## src/rtl/ring_mod_sequencer.sv

```systemverilog
// ring_mod_sequencer
//   Initiator side of the ring-modulator start/ready handshake. It takes one
//   carrier/modulator sample pair per output period, launches a single
//   multiply on the ring-mod responder, waits for the result and presents one
//   16-bit sample to the DAC output formatter. A watchdog bounds how long it
//   waits on the responder. When it expires, the clamped dry sample is sent
//   instead and a sticky timeout flag is raised.
//
//   Optional feature macro: RING_MOD_MIX_EN. When it is defined, the output is
//   a dry/wet blend weighted by i_Mix. When it is undefined, the output is the
//   wet result and i_Mix is ignored. The latency is the same in both builds.
//
// Ports
//   i_Clock          system clock, rising edge
//   i_Reset_n        synchronous reset, active low
//   i_Sample1/2      signed 20-bit carrier (also the dry path) / modulator
//   i_Sample_Valid   one-cycle strobe for a sample pair
//   o_Busy           high from the accepted strobe through the o_Out_Valid cycle
//   o_RM_Sample1/2   registered sample pair driven to the responder
//   o_RM_Start       one-cycle start pulse to the responder
//   i_RM_Ready       responder ready (high when idle or when the result is valid)
//   i_RM_Result      responder result, signed 16-bit
//   i_Mix            wet amount, 0 = all dry, 255 = all wet (mix build only)
//   o_Out_Sample     signed output sample, held between updates
//   o_Out_Valid      one-cycle strobe marking an o_Out_Sample update
//   o_Timeout        sticky responder-failure flag, cleared only by reset
module ring_mod_sequencer #(
  parameter logic signed [19:0] SAMPLE_OFFSET  = 20'sh7FFF,
  parameter int                 TIMEOUT_CYCLES = 64
) (
  input  logic        i_Clock,
  input  logic        i_Reset_n,
  input  logic [19:0] i_Sample1,
  input  logic [19:0] i_Sample2,
  input  logic        i_Sample_Valid,
  output logic        o_Busy,
  output logic [19:0] o_RM_Sample1,
  output logic [19:0] o_RM_Sample2,
  output logic        o_RM_Start,
  input  logic        i_RM_Ready,
  input  logic [15:0] i_RM_Result,
  input  logic [7:0]  i_Mix,
  output logic [15:0] o_Out_Sample,
  output logic        o_Out_Valid,
  output logic        o_Timeout
);

  // state | meaning
  // IDLE  | waiting for a sample strobe while the responder is ready
  // START | start pulse on the responder; watchdog armed
  // ACK   | waiting for the responder to drop ready (request taken)
  // WAIT  | waiting for ready to return high with the result
  // BLEND | forming the output sample from the wet/dry values
  // OUT   | o_Out_Valid high for this cycle; busy clears on exit
  typedef enum logic [2:0] {IDLE, START, ACK, WAIT, BLEND, OUT} state_t;

  localparam int                 WD_W       = $clog2(TIMEOUT_CYCLES + 1);
  localparam logic [WD_W-1:0]    WD_LOAD    = WD_W'(TIMEOUT_CYCLES - 1);
  localparam logic signed [19:0] NEG_OFFSET = -SAMPLE_OFFSET;
  localparam logic [15:0]        LIM_HI     = SAMPLE_OFFSET[15:0];
  localparam logic [15:0]        LIM_LO     = NEG_OFFSET[15:0];

  state_t            state;
  logic [WD_W-1:0]   wdog;
  logic [15:0]       wet_q;
  logic [15:0]       dry;
  logic [15:0]       blend_out;

  always_comb begin
    if ($signed(o_RM_Sample1) > SAMPLE_OFFSET)
      dry = LIM_HI;
    else if ($signed(o_RM_Sample1) < NEG_OFFSET)
      dry = LIM_LO;
    else
      dry = o_RM_Sample1[15:0];
  end

`ifdef RING_MOD_MIX_EN
  localparam logic signed [24:0] SAT_HI = SAMPLE_OFFSET;
  localparam logic signed [24:0] SAT_LO = NEG_OFFSET;

  logic signed [24:0] wet_x, dry_x, mix_w, mix_d, mix_sum, mix_shr;

  always_comb begin
    wet_x   = 25'($signed(wet_q));
    dry_x   = 25'($signed(dry));
    mix_w   = 25'({1'b0, i_Mix});
    // 255 - i_Mix is the bitwise complement of an 8-bit value.
    mix_d   = 25'({1'b0, ~i_Mix});
    mix_sum = wet_x * mix_w + dry_x * mix_d;
    mix_shr = mix_sum >>> 8;
    if (mix_shr > SAT_HI)
      blend_out = LIM_HI;
    else if (mix_shr < SAT_LO)
      blend_out = LIM_LO;
    else
      blend_out = mix_shr[15:0];
  end
`else
  logic unused_mix;
  assign unused_mix = ^i_Mix;
  assign blend_out  = wet_q;
`endif

  // The watchdog is a down-counter. It is loaded in START, and reaching zero
  // while still in ACK/WAIT means TIMEOUT_CYCLES cycles have elapsed.
  always_ff @(posedge i_Clock) begin
    if (!i_Reset_n) begin
      state        <= IDLE;
      wdog         <= '0;
      wet_q        <= '0;
      o_Busy       <= 1'b0;
      o_RM_Sample1 <= '0;
      o_RM_Sample2 <= '0;
      o_RM_Start   <= 1'b0;
      o_Out_Sample <= '0;
      o_Out_Valid  <= 1'b0;
      o_Timeout    <= 1'b0;
    end else begin
      o_RM_Start  <= 1'b0;
      o_Out_Valid <= 1'b0;
      case (state)
        IDLE: begin
          if (i_Sample_Valid && i_RM_Ready) begin
            o_RM_Sample1 <= i_Sample1;
            o_RM_Sample2 <= i_Sample2;
            o_Busy       <= 1'b1;
            o_RM_Start   <= 1'b1;
            state        <= START;
          end
        end
        START: begin
          wdog  <= WD_LOAD;
          state <= ACK;
        end
        ACK: begin
          // Ready may still be high from before the request. Only the drop
          // to low counts as acceptance.
          if (wdog == '0) begin
            o_Timeout    <= 1'b1;
            o_Out_Sample <= dry;
            o_Out_Valid  <= 1'b1;
            state        <= OUT;
          end else begin
            wdog <= wdog - 1'b1;
            if (!i_RM_Ready)
              state <= WAIT;
          end
        end
        WAIT: begin
          if (i_RM_Ready) begin
            wet_q <= i_RM_Result;
            state <= BLEND;
          end else if (wdog == '0) begin
            o_Timeout    <= 1'b1;
            o_Out_Sample <= dry;
            o_Out_Valid  <= 1'b1;
            state        <= OUT;
          end else begin
            wdog <= wdog - 1'b1;
          end
        end
        BLEND: begin
          o_Out_Sample <= blend_out;
          o_Out_Valid  <= 1'b1;
          state        <= OUT;
        end
        OUT: begin
          // The abort path also passes through here, so busy covers the
          // valid cycle and no new pair can land on the same cycle.
          o_Busy <= 1'b0;
          state  <= IDLE;
        end
        default: state <= IDLE;
      endcase
    end
  end

endmodule

```

## config.mk

```make
export PLATFORM = sky130hd
export DESIGN_NAME = ring_mod_sequencer
export DESIGN_NICKNAME = d
export VERILOG_FILES = /design/src/rtl/ring_mod_sequencer.sv
export SDC_FILE = /design/constraint.sdc
export NUM_CORES = 1
export LEC_CHECK = 0
export ABC_AREA = 0
export CAP_MARGIN = 20
export CORE_AREA = 2 2 90 92
export CTS_CLUSTER_DIAMETER = 80
export DETAILED_ROUTE_END_ITERATION = 10
export DIE_AREA = 0 0 92 94
export GPL_TIMING_DRIVEN = 0
export PLACE_DENSITY_LB_ADDON = 0.08
export SYNTH_ARGS = -nofsm -noshare
export SYNTH_HDL_FRONTEND = slang
export SYNTH_SLANG_ARGS = --single-unit
```

## constraint.sdc

```tcl
create_clock -name i_Clock -period 5.2 [get_ports i_Clock]
set_input_delay 1.3 -clock i_Clock [delete_from_list [all_inputs] [get_ports i_Clock]]
set_output_delay 1.3 -clock i_Clock [all_outputs]
set_load 0.01 [all_outputs]
```

* Word-level counts from Yosys, hierarchy flattened
Index checks and enable logic that the tools add are counted.
** Storage, ports and cells
- Flip-flop bits (word level) :: 86
- Input port bits :: 68
- Output and inout bits :: 60
** Cells by class
- Add/subtract/negate cells :: 1
- $lt $le $gt $ge :: 2
- Equal/unequal tests :: 9
- Multiplexer cells :: 23
- Reductions and logical operators :: 15
** Operators by type and width (count)
- 16-bit two-way mux :: 4
- 16-bit case mux with 3 select lines :: 1
- 7-bit case mux with 3 select lines :: 1
- 20-bit by 16-bit greater-than comparator with 1-bit output, second input constant :: 1
- 20-bit by 16-bit less-than comparator with 1-bit output, second input constant :: 1
- 3-bit two-way mux :: 5
- 3-bit case mux with 5 select lines :: 1
- 7-bit two-way mux :: 2
- 2-bit AND reduction :: 7
- 7-bit zero test :: 1
- 7-bit by 1-bit subtractor with 7-bit output, second input constant :: 1
- 3-bit by 2-bit equality test with 1-bit output, second input constant :: 2
- 3-bit equality test, second input constant :: 2
- 1-bit two-way mux :: 6
- 3-bit inequality test, second input constant :: 2
- 3-bit nonzero test :: 2
- 2-bit inequality test, second input constant :: 2
- 1-bit case mux with 2 select lines :: 2
- 2-bit nonzero test :: 2
- 3-bit by 1-bit equality test with 1-bit output, second input constant :: 1
- 3-bit zero test :: 1
- 1-bit case mux with 3 select lines :: 1
- 3-bit AND reduction :: 1
- 1-bit logical AND :: 1

* Depth between registers and ports, before layout
- Word-level depth :: 6
- Mapped depth :: 7

* Least setup slack after synthesis
No wires, ideal clock.
- Path type :: in2reg
- Start :: input i_Sample_Valid
- End :: register o_RM_Sample1[16]
- Arrival time :: 2214 ps
- Required time :: 5068 ps
- Slack :: 2853 ps
- Cell stages on the path :: 6
- Path buffers :: 2
- Cells stage by stage :: nand2_1 -> or4_1 -> clkbuf_1 -> clkbuf_1 -> nand2_1 -> a21oi_1
** Between the ends
- Longest elaborated chain between the ends :: 2
** Ends and longest elaborated chain
- from (decl) :: RTL line 35 : input logic i_Sample_Valid,
- 1-bit logical AND :: RTL line 124 : if (i_Sample_Valid && i_RM_Ready) begin
- 2-bit AND reduction (no source line)
- to (signal assigned) :: RTL line 125 : o_RM_Sample1 <= i_Sample1;
- to (decl) :: RTL line 37 : output logic [19:0] o_RM_Sample1,
No other way between the ends.
A chain may end at the register's enable or synchronous reset.

* Worst setup path in the final report
- Start :: input i_RM_Ready
- End :: register o_RM_Sample1[1]
** Between the ends
- Longest elaborated chain between the ends :: 2
** Ends and longest elaborated chain
- from (decl) :: RTL line 40 : input logic i_RM_Ready,
- 1-bit logical AND :: RTL line 124
- 2-bit AND reduction (no source line)
No other way between the ends.

==> results by group <==
Run status
  – Outcome: finished clean

Yosys
  – Yosys top cell area share: 0.474
  – Post-synth EDFFs: 0
  – Main area contributors after synthesis: dfxtp_1, nand2_1, a21oi_1, o221a_1, o211a_1
  – Asr flop ratio synth: 0
  – Post-synthesis sequential area ratio: 0.474
  – Post-synth top cells: nand2_1, dfxtp_1, a21oi_1
  – Syn nets: 508
  – Synth Instances: 439
  – Most frequent cell after synthesis: nand2_1
  – Mapped cell area: approximately 0.0036 mm^2
  – Synth warn: 0
  – Area leader, netlist: dfxtp_1
  – Top FF cell, synth: dfxtp_1
  – Syn_area_per_cell: between 8 and 9 um^2
  – Synthesized flop and latch total: 86
  – Synth cell types: 45

CTS
  – Clk pin slew, worst setup/hold paths: about 80 ps
  – Clk sinks: between 80 and 90
  – Clk_lat worst skew: approximately 350 ps
  – CTS Hold Bufs: 0
  – H-tree depth: 3
  – CTS resizes: 0
  – Postcts setup bufs: 0
  – TritonCTS buffer count: 9
  – Root Buffer Master: clkbuf_8
  – CTS tree: done
  – Max clock buf depth: 2

Die
  – Die Footprint: 0.00865 mm^2
  – Core area: 0.00761 mm^2
  – Die W: approximately 90 um
  – Row count: 32
  – Die Y: approximately 94 um
  – Io pins: about 130
  – Starting Density: 0.477

Worst setup path
  – Critical path type: in2reg
  – Startpoint class of the critical path: primary input
  – Arr. time, crit path: slightly above 3000 ps
  – Crit-path max FO: 10
  – CP Data Required Time: 5410 ps
  – Buffer and inverter count on the worst path: 3
  – Setup crit end kind: flop
  – Critical-path cell list: clkdlybuf4s50_1, nand2_1, or4_1, clkbuf_1, clkbuf_1, nand2_1, a21oi_1
  – Top Family by Delay on Critical Path: buffers and inverters
  – CP max stage delay: 600 ps
  – CP max stage cell: clkdlybuf4s50_1

GRT
  – Gr ovfl total: 0
  – Initial antenna violation count: 0
  – First-pass GRT wire length: 16,000 um
  – Number of global-route vias before repair: approximately 3.4k
  – Global router's overall resource usage: 0.231
  – Largest net degree at the start of global routing: 16

STA
  – Setup violators final: 0
  – Peak Freq: 346 MHz
  – Final Hold Viols: 0
  – Final worst-path cycle share: 0.556
  – Slew @ Worst Pin: between 500 and 600 ps
  – Clock skew: 11.0 ps
  – Final min period: roughly 2900 ps
  – RSZ-0062 raised after global routing: false
  – Setup TNS: 0 ps
  – Slew Limit Fails: 0
  – Normalized max-slew margin: 0.603

Power
  – Sw Pwr: ~800 uW
  – Pleak: 0.00193 uW
  – Maximum vdd drop: about 0.00024 V
  – Comb power frac: 0.398
  – P_int: 1460 uW
  – Sw frac: 0.352
  – Clock power frac: 0.214
  – Register share of total power: 0.387
  – Cell area power density: 438 mW/mm^2

Finish
  – Diodes inserted: 0
  – Finished Layout Cells: slightly below 700
  – Layout area overhead: 42.0%
  – Register Area: 0.00172 mm^2
  – Layout cells sized above 1: 0.0732
  – Area occupied by multi-input gates: between 0.0015 and 0.002 mm^2
  – Fin nets: roughly 640
  – Fin util: 0.678
  – Filler cells: roughly 660

Detailed routing
  – Post-Route WL: slightly below 10,000 um
  – Post-route ant nets: 0
  – Via density: 5.32
  – M1 wire length: between 4000 and 5000 um
  – Via count: 3,593
  – Initial DRC count: 120
  – DR pass1 iterations: 4
  – DRC: 0
  – Highest routed layer: met4
  – Met2 wire len: around 4800 um
  – Routed wire per std cell: 14.7 um
  – Routed wl met3: 630 um

Place
  – Placed cell count: 660
  – Placer Congestion: approximately 0.85
  – DP HPWL: approximately 7500 um
  – IO Port Bufs: 119

Job
  – MaxCap Viol Count: 0

Worst hold path
  – Hold/Removal Path Class: reg2reg
layer usage:
layer	GRT usage	vias up
met5	0	-
met4	0.0697	0
met3	0.0634	11
met2	0.388	95
met1	0.289	1674
li1	-	1813
final cells by class:
type	count	area share
multi-input combinational	314	0.335
sequential	86	0.334
timing repair buffer	119	0.231
buffer	33	0.0315
clock buffer	10	0.0267
tap	102	0.0248
clock inverter	6	0.0131
inverter	6	0.00437
kinds of logic (layout without fill, tap and decap cells):
| group | count (synthesis) | count (layout) | synth area share |
|---|---|---|---|
| AO/OA/AOI/OAI | 129 | 129 | 0.239 |
| adder cells (fa/ha/maj) | 1 | 1 | 0.00344 |
| buffers and inverters | 39 | 174 | 0.0510 |
| flip-flops | 86 | 86 | 0.474 |
| multiplexers | 1 | 1 | 0.00276 |
| AND/OR/NAND/NOR | 183 | 183 | 0.229 |
worst min-delay path, cell delays in order (launching register included):
cell and delay [ps]:
dfxtp_1 310, nand2_1 50, a21oi_1 50
per-stage QoR:
step	hold slack, ps	power (uW)	instance area [um^2]	setup slack [ps]
after floorplan	436	1430	3630	2850
after global placement	441	1760	4950	1980
after detailed placement	447	1790	4950	1940
after CTS	457	2270	5160	2320
after global routing	482	2400	5160	2130
final	458	2260	5160	2310
layout by cell type (no fill, tap or decap), drive strengths merged, types with 2 or more instances in the layout:
master | synthesis | final
nand2 | 119 | 119
or3b | 3 | 3
clkbuf | 18 | 28
or4 | 2 | 2
o21ai | 18 | 18
clkdlybuf4s50 | 0 | 119
nor3b | 2 | 2
nand4 | 5 | 5
o22ai | 2 | 2
and3 | 2 | 2
buf | 15 | 15
o31ai | 3 | 3
o211a | 15 | 15
a211oi | 3 | 3
nor3 | 10 | 10
nor4 | 6 | 6
o221a | 15 | 15
nor4b | 2 | 2
nor2 | 25 | 25
dfxtp | 86 | 86
nand3 | 3 | 3
clkinvlp | 0 | 2
inv | 6 | 8
nor2b | 2 | 2
a21oi | 64 | 64
power groups by stage:
stage,Combinational [uW],Clock (uW),Sequential (uW)
after floorplan,518,0,908
after global placement,878,0,883
after detailed placement,900,0,887
after CTS,904,493,872
after global routing,991,521,891
final,899,484,874
final timing paths:
kind / from / end / slack [ps] / cells after the start
worst min register to register: o_RM_Sample2[0] / o_RM_Sample2[0] / 460 / 2
worst max-delay path: i_RM_Ready / o_RM_Sample1[1] / 2310 / 7
worst min-delay path: o_RM_Sample2[0] / o_RM_Sample2[0] / 460 / 2
worst max register to register: wdog[0] / o_Out_Sample[13] / 3250 / 7
sequential cells by signal, indices dropped and copies added (netlist names):
name          count
o_RM_Sample1     20
o_RM_Sample2     20
blend_out        16
o_Out_Sample     16
wdog              7
state             3
o_Busy            1
o_Out_Valid       1
o_RM_Start        1
o_Timeout         1
Note: power is estimated with default switching activity, not from simulation.
